**config.mk**
```make
export PLATFORM = sky130hd
export DESIGN_NAME = uart_rx_multi
export DESIGN_NICKNAME = d
export VERILOG_FILES = /design/src/rtl/uart_rx_multi.sv
export SDC_FILE = /design/constraint.sdc
export NUM_CORES = 1
export LEC_CHECK = 0
export ABC_AREA = 1
export CAP_MARGIN = 10
export CORE_UTILIZATION = 56
export DETAILED_ROUTE_END_ITERATION = 10
export GPL_ROUTABILITY_DRIVEN = 0
export GPL_TIMING_DRIVEN = 1
export PLACE_DENSITY = 0.78
export SYNTH_ARGS = -nofsm -noshare
export SYNTH_HDL_FRONTEND = slang
export SYNTH_SLANG_ARGS = --single-unit
```
**constraint.sdc**
```tcl
create_clock -name clk -period 2 [get_ports clk]
set_clock_uncertainty 0.2 [all_clocks]
set_input_delay 0.2 -clock clk [delete_from_list [all_inputs] [get_ports clk]]
set_output_delay 0.2 -clock clk [all_outputs]
set_load 0.01 [all_outputs]
```
**src/rtl/uart_rx_multi.sv**
```systemverilog
// Oversampling UART receiver: 2-flop synchroniser, start-glitch rejection, 3-sample majority
// per bit, optional parity, 1-2 stop bits, valid/ready output with parity/framing/overrun flags.
module uart_rx_multi #(
  parameter int CLK_FREQ  = 50000000,
  parameter int BAUD      = 500000,
  parameter int DATA_BITS = 8,
  parameter int PARITY    = 0,
  parameter int STOP_BITS = 1
) (
  input  logic                 clk,
  input  logic                 rst,
  input  logic                 rx,
  output logic [DATA_BITS-1:0] data,
  output logic                 valid,
  input  logic                 ready,
  output logic                 parity_err,
  output logic                 frame_err,
  output logic                 overrun,
  output logic                 busy
);
  localparam int BIT_CYCLES = (CLK_FREQ + BAUD/2) / BAUD;
  localparam int CW         = $clog2(BIT_CYCLES);
  localparam logic [CW-1:0] HALF_M1 = CW'(BIT_CYCLES/2 - 1);
  localparam logic [CW-1:0] HALF    = CW'(BIT_CYCLES/2);
  localparam logic [CW-1:0] HALF_P1 = CW'(BIT_CYCLES/2 + 1);
  localparam logic [CW-1:0] LAST    = CW'(BIT_CYCLES - 1);
  localparam logic [3:0]    LAST_DATA = 4'(DATA_BITS - 1);
  localparam logic [3:0]    LAST_STOP = 4'(STOP_BITS - 1);
  localparam logic          ODD       = (PARITY == 1);

  typedef enum logic [2:0] {S_IDLE, S_START, S_DATA, S_PAR, S_STOP, S_WAIT} state_t;

  state_t               state, state_n;
  logic                 rx_meta, rxs;
  logic                 s_a, s_b, maj;
  logic [CW-1:0]        ctr;
  logic [3:0]           bit_cnt;
  logic [DATA_BITS-1:0] shreg;
  logic                 par_l, frm_l;
  logic                 bit_state, decide, commit;

  always_ff @(posedge clk) begin
    if (rst) begin
      rx_meta <= 1'b1;
      rxs     <= 1'b1;
    end else begin
      rx_meta <= rx;
      rxs     <= rx_meta;
    end
  end

  // Third vote is the live sample taken at the decision cycle itself.
  assign maj       = (s_a & s_b) | (s_a & rxs) | (s_b & rxs);
  assign bit_state = (state == S_START) || (state == S_DATA) ||
                     (state == S_PAR)   || (state == S_STOP);
  assign decide    = bit_state && (ctr == HALF_P1);
  assign busy      = (state != S_IDLE);

  always_ff @(posedge clk) begin
    if (rst) state <= S_IDLE;
    else     state <= state_n;
  end

  always_comb begin
    state_n = state;
    commit  = 1'b0;
    case (state)
      S_IDLE:  if (!rxs) state_n = S_START;
      S_START: if (decide) state_n = maj ? S_IDLE : S_DATA;
      S_DATA:  if (decide && bit_cnt == LAST_DATA) state_n = (PARITY != 0) ? S_PAR : S_STOP;
      S_PAR:   if (decide) state_n = S_STOP;
      S_STOP:  if (decide && bit_cnt == LAST_STOP) begin
                 commit  = 1'b1;
                 state_n = maj ? S_IDLE : S_WAIT;
               end
      S_WAIT:  if (rxs) state_n = S_IDLE;
      default: state_n = S_IDLE;
    endcase
  end

  always_ff @(posedge clk) begin
    if (rst) begin
      ctr     <= '0;
      bit_cnt <= '0;
      s_a     <= 1'b1;
      s_b     <= 1'b1;
      shreg   <= '0;
      par_l   <= 1'b0;
      frm_l   <= 1'b0;
    end else begin
      if (!bit_state || state_n == S_IDLE || state_n == S_WAIT) ctr <= '0;
      else if (ctr == LAST)                                     ctr <= '0;
      else                                                      ctr <= ctr + 1'b1;

      // bit_cnt counts decisions within the current state only.
      if (state_n != state) bit_cnt <= '0;
      else if (decide)      bit_cnt <= bit_cnt + 1'b1;

      if (ctr == HALF_M1) s_a <= rxs;
      if (ctr == HALF)    s_b <= rxs;

      if (state == S_DATA && decide) shreg <= {maj, shreg[DATA_BITS-1:1]};

      if (state == S_IDLE)             par_l <= 1'b0;
      else if (state == S_PAR && decide) par_l <= (^shreg) ^ maj ^ ODD;

      if (state == S_IDLE)                       frm_l <= 1'b0;
      else if (state == S_STOP && decide && !maj) frm_l <= 1'b1;
    end
  end

  always_ff @(posedge clk) begin
    if (rst) begin
      data       <= '0;
      valid      <= 1'b0;
      parity_err <= 1'b0;
      frame_err  <= 1'b0;
      overrun    <= 1'b0;
    end else if (commit) begin
      data       <= shreg;
      parity_err <= par_l;
      frame_err  <= frm_l | ~maj;
      valid      <= 1'b1;
      if (valid && !ready)     overrun <= 1'b1;
      else if (valid && ready) overrun <= 1'b0;
    end else if (valid && ready) begin
      valid   <= 1'b0;
      overrun <= 1'b0;
    end
  end

endmodule
```
==> run metrics <==
drt total wl=3610 µm; Via Count=1681; run status=finished, final reports clean; wire per inst=10.7 µm; TritonCTS clock tree=done; Core ar.=3150 µm²; fin crit share=94.7%; Worst EP required=2060 ps; Die X-Extent=60.6 µm; Die Height=60.6 µm; most used cell, CP=nand2_1; Starting DRT DRC Count=86; commonest non-fill, non-tap cell in the layout=nor2_1; number of antenna violations at the first check in global routing=0; Net count, final=301; Root Driver=clkbuf_4; Worst R2R Setup Slack=110 ps; Critical Path Max Stage Delay=380 ps; Initial Utilization=60.9%; Worst Hold Depth=2; crit-path max FO=7; H-tree depth=2; ys async rst share=0%; crit-path cells=inv_1 > ha_1 > nor3b_2 > buf_4 > nand4_1 > nand3_2 > nand2_2 > clkinv_1 > nand2_1 > nand2_1 > nand2_4 > nor2_1; Tmin final=1890 ps; R2R cell count=12; fin cells=337; DRT antenna net count=0; final hold violations=0; DP Cell Count=328; Static Leak=0.00103 µW; most frequent cells in the layout=nor2_1, inv_1, dfxtp_1; worst slew pin tran=362 ps; Setup violations, final=0; clock latency on the worst-skew pair=350 ps; synth top area cells=dfxtp_1, nor2_1, inv_1; layout cells sized above 1=17.7%; slowest CP cell=dfxtp_2; Die Area=3670 µm²; Vias/cell=4.99; Reg-to-Reg End=ctr[1]; cts-stage hold buffer count=0; startpoint class of the critical path=register; cell row count=20; crit end category=register; Critical Path End=ctr[1]; drt first pass iters=4; post-synth top area share=41.7%; final slew viol count=0; dominant cell type by area after synthesis=dfxtp_1; Post-synth top flop=dfxtp_1; cell area after synthesis=1920 µm²; CTS clk-pin slew, worst paths=120 ps; syn_nets=265; Yosys reg bits=40; overflow left after global routing=0; P&R area growth vs syn=23.9%; clock tree buffer depth=2; power per cell area=604 nW/µm²; first-pass GRT wire length=6220 µm; Max rail drop VDD=428 µV; EDFF count, synth=0; I/O pin count=17; vias in the first global route=1603; CP Launch Point=bit_cnt[0]; Synth Instances=256; Num CTS Buffers=5; Seq/Total Area, Yosys=41.7%; IO buf count=16; Max-Cap Viols=0; critical path class=register to register; total track usage=22.7%; hold crit path type=input port to register; Mapped Avg Cell Area=7.50 µm²; DPL Wire Length=2680 µm; Max-Slew Margin vs Limit=75.7%; f_max=0.528 GHz; fin util=75.5%; CP Data Arrival Time=1950 ps; R2R Path Start=bit_cnt[0]; CTS Sinks=40; Ys Warns=0; drt drc=0; antenna cell count=0; post-synth cell types=29; largest net degree at the start of global routing=22
## registers in the layout, indices dropped and copies added, names as in the netlist, named ones only
signal,flops
data,8
shreg,8
ctr,7
bit_cnt,4
state,3
frame_err,1
frm_l,1
par_l,1
parity_err,1
rx_meta,1
rxs,1
s_a,1
s_b,1
valid,1
## worst min-delay path by stage
stage / startpoint / end
2_1_floorplan: rst / state[1]
4_1_cts: rx / rx_meta
5_1_grt: rx / rx_meta
3_5_place_dp: rx_meta / rxs
6_report: rx / rx_meta
3_3_place_gp: rx_meta / rxs
## synthesized netlist by cell type (3+ instances only)
library cell  count
ha_1              5
xnor2_1           7
dfxtp_1          40
xor2_1            8
a21oi_1          16
nand3_1           9
nor2_2            3
nand2_1          34
nand3_2           3
o21ai_0          22
inv_1            36
nor2_1           46
## worst max-delay path, delay by kind of cell, from the launching register on
family                     cells  cell delay (ps)
DFF                            1              380
buffers and inverters          3              270
adders and majority gates      1              190
and+or+nand+nor                8              770
## power breakdown
| part | switching (µW) | internal, µW | leakage (µW) |
|---|---|---|---|
| Combinational | 40.1 | 27.9 | 0.000656 |
| Sequential | 2.42 | 800 | 0.000325 |
| Clock | 268 | 299 | 0.0000484 |
## per-layer routing
layer  part of all wire [%]  global-route usage [%]  routed length (µm)
met5                      0                       0                   0
met4                    1.8                    10.1                  64
met3                    4.5                    5.76                 163
met2                     48                    40.2                1740
met1                     46                    25.6                1650
## metrics by stage
step	setup TNS, ps	setup WS [ps]	hold slack, ps	cell area (µm²)	total power (µW)
2_1_floorplan	0	203	69.1	1920	861
3_3_place_gp	0	109	193	2240	884
3_5_place_dp	0	50.8	195	2240	886
4_1_cts	0	24.4	196	2330	1450
5_1_grt	-199	-36.0	208	2380	1490
6_report	0	107	205	2380	1440
## repair_timing
| item | CTS | global route |
|---|---|---|
| setup buffers | 0 | 1 |
| resized for setup | 1 | 15 |
| endpoints found under the setup margin | 1 | 22 |
## cells by family (layout without fill, tap and decap cells)
kind of cell	count (synthesis)	count (layout)	share of synthesized area [%]
buf+inv	42	79	8.34
xor+xnor	15	15	6.84
simple gates	111	111	27.9
flops	40	40	41.7
fa+ha+maj	5	5	3.26
compound gates	43	43	11.9
## area by class of cell
type                    instances  area, µm²
clock buffers                   6       51.3
clock inverters                 2       38.8
fillers                       253        773
inverters                      38        143
multi-input cells             174        995
flip-flops and latches         40        807
well taps                      44       55.1
repair buffers                 33        290
Note: power is estimated with default switching activity, not from simulation.
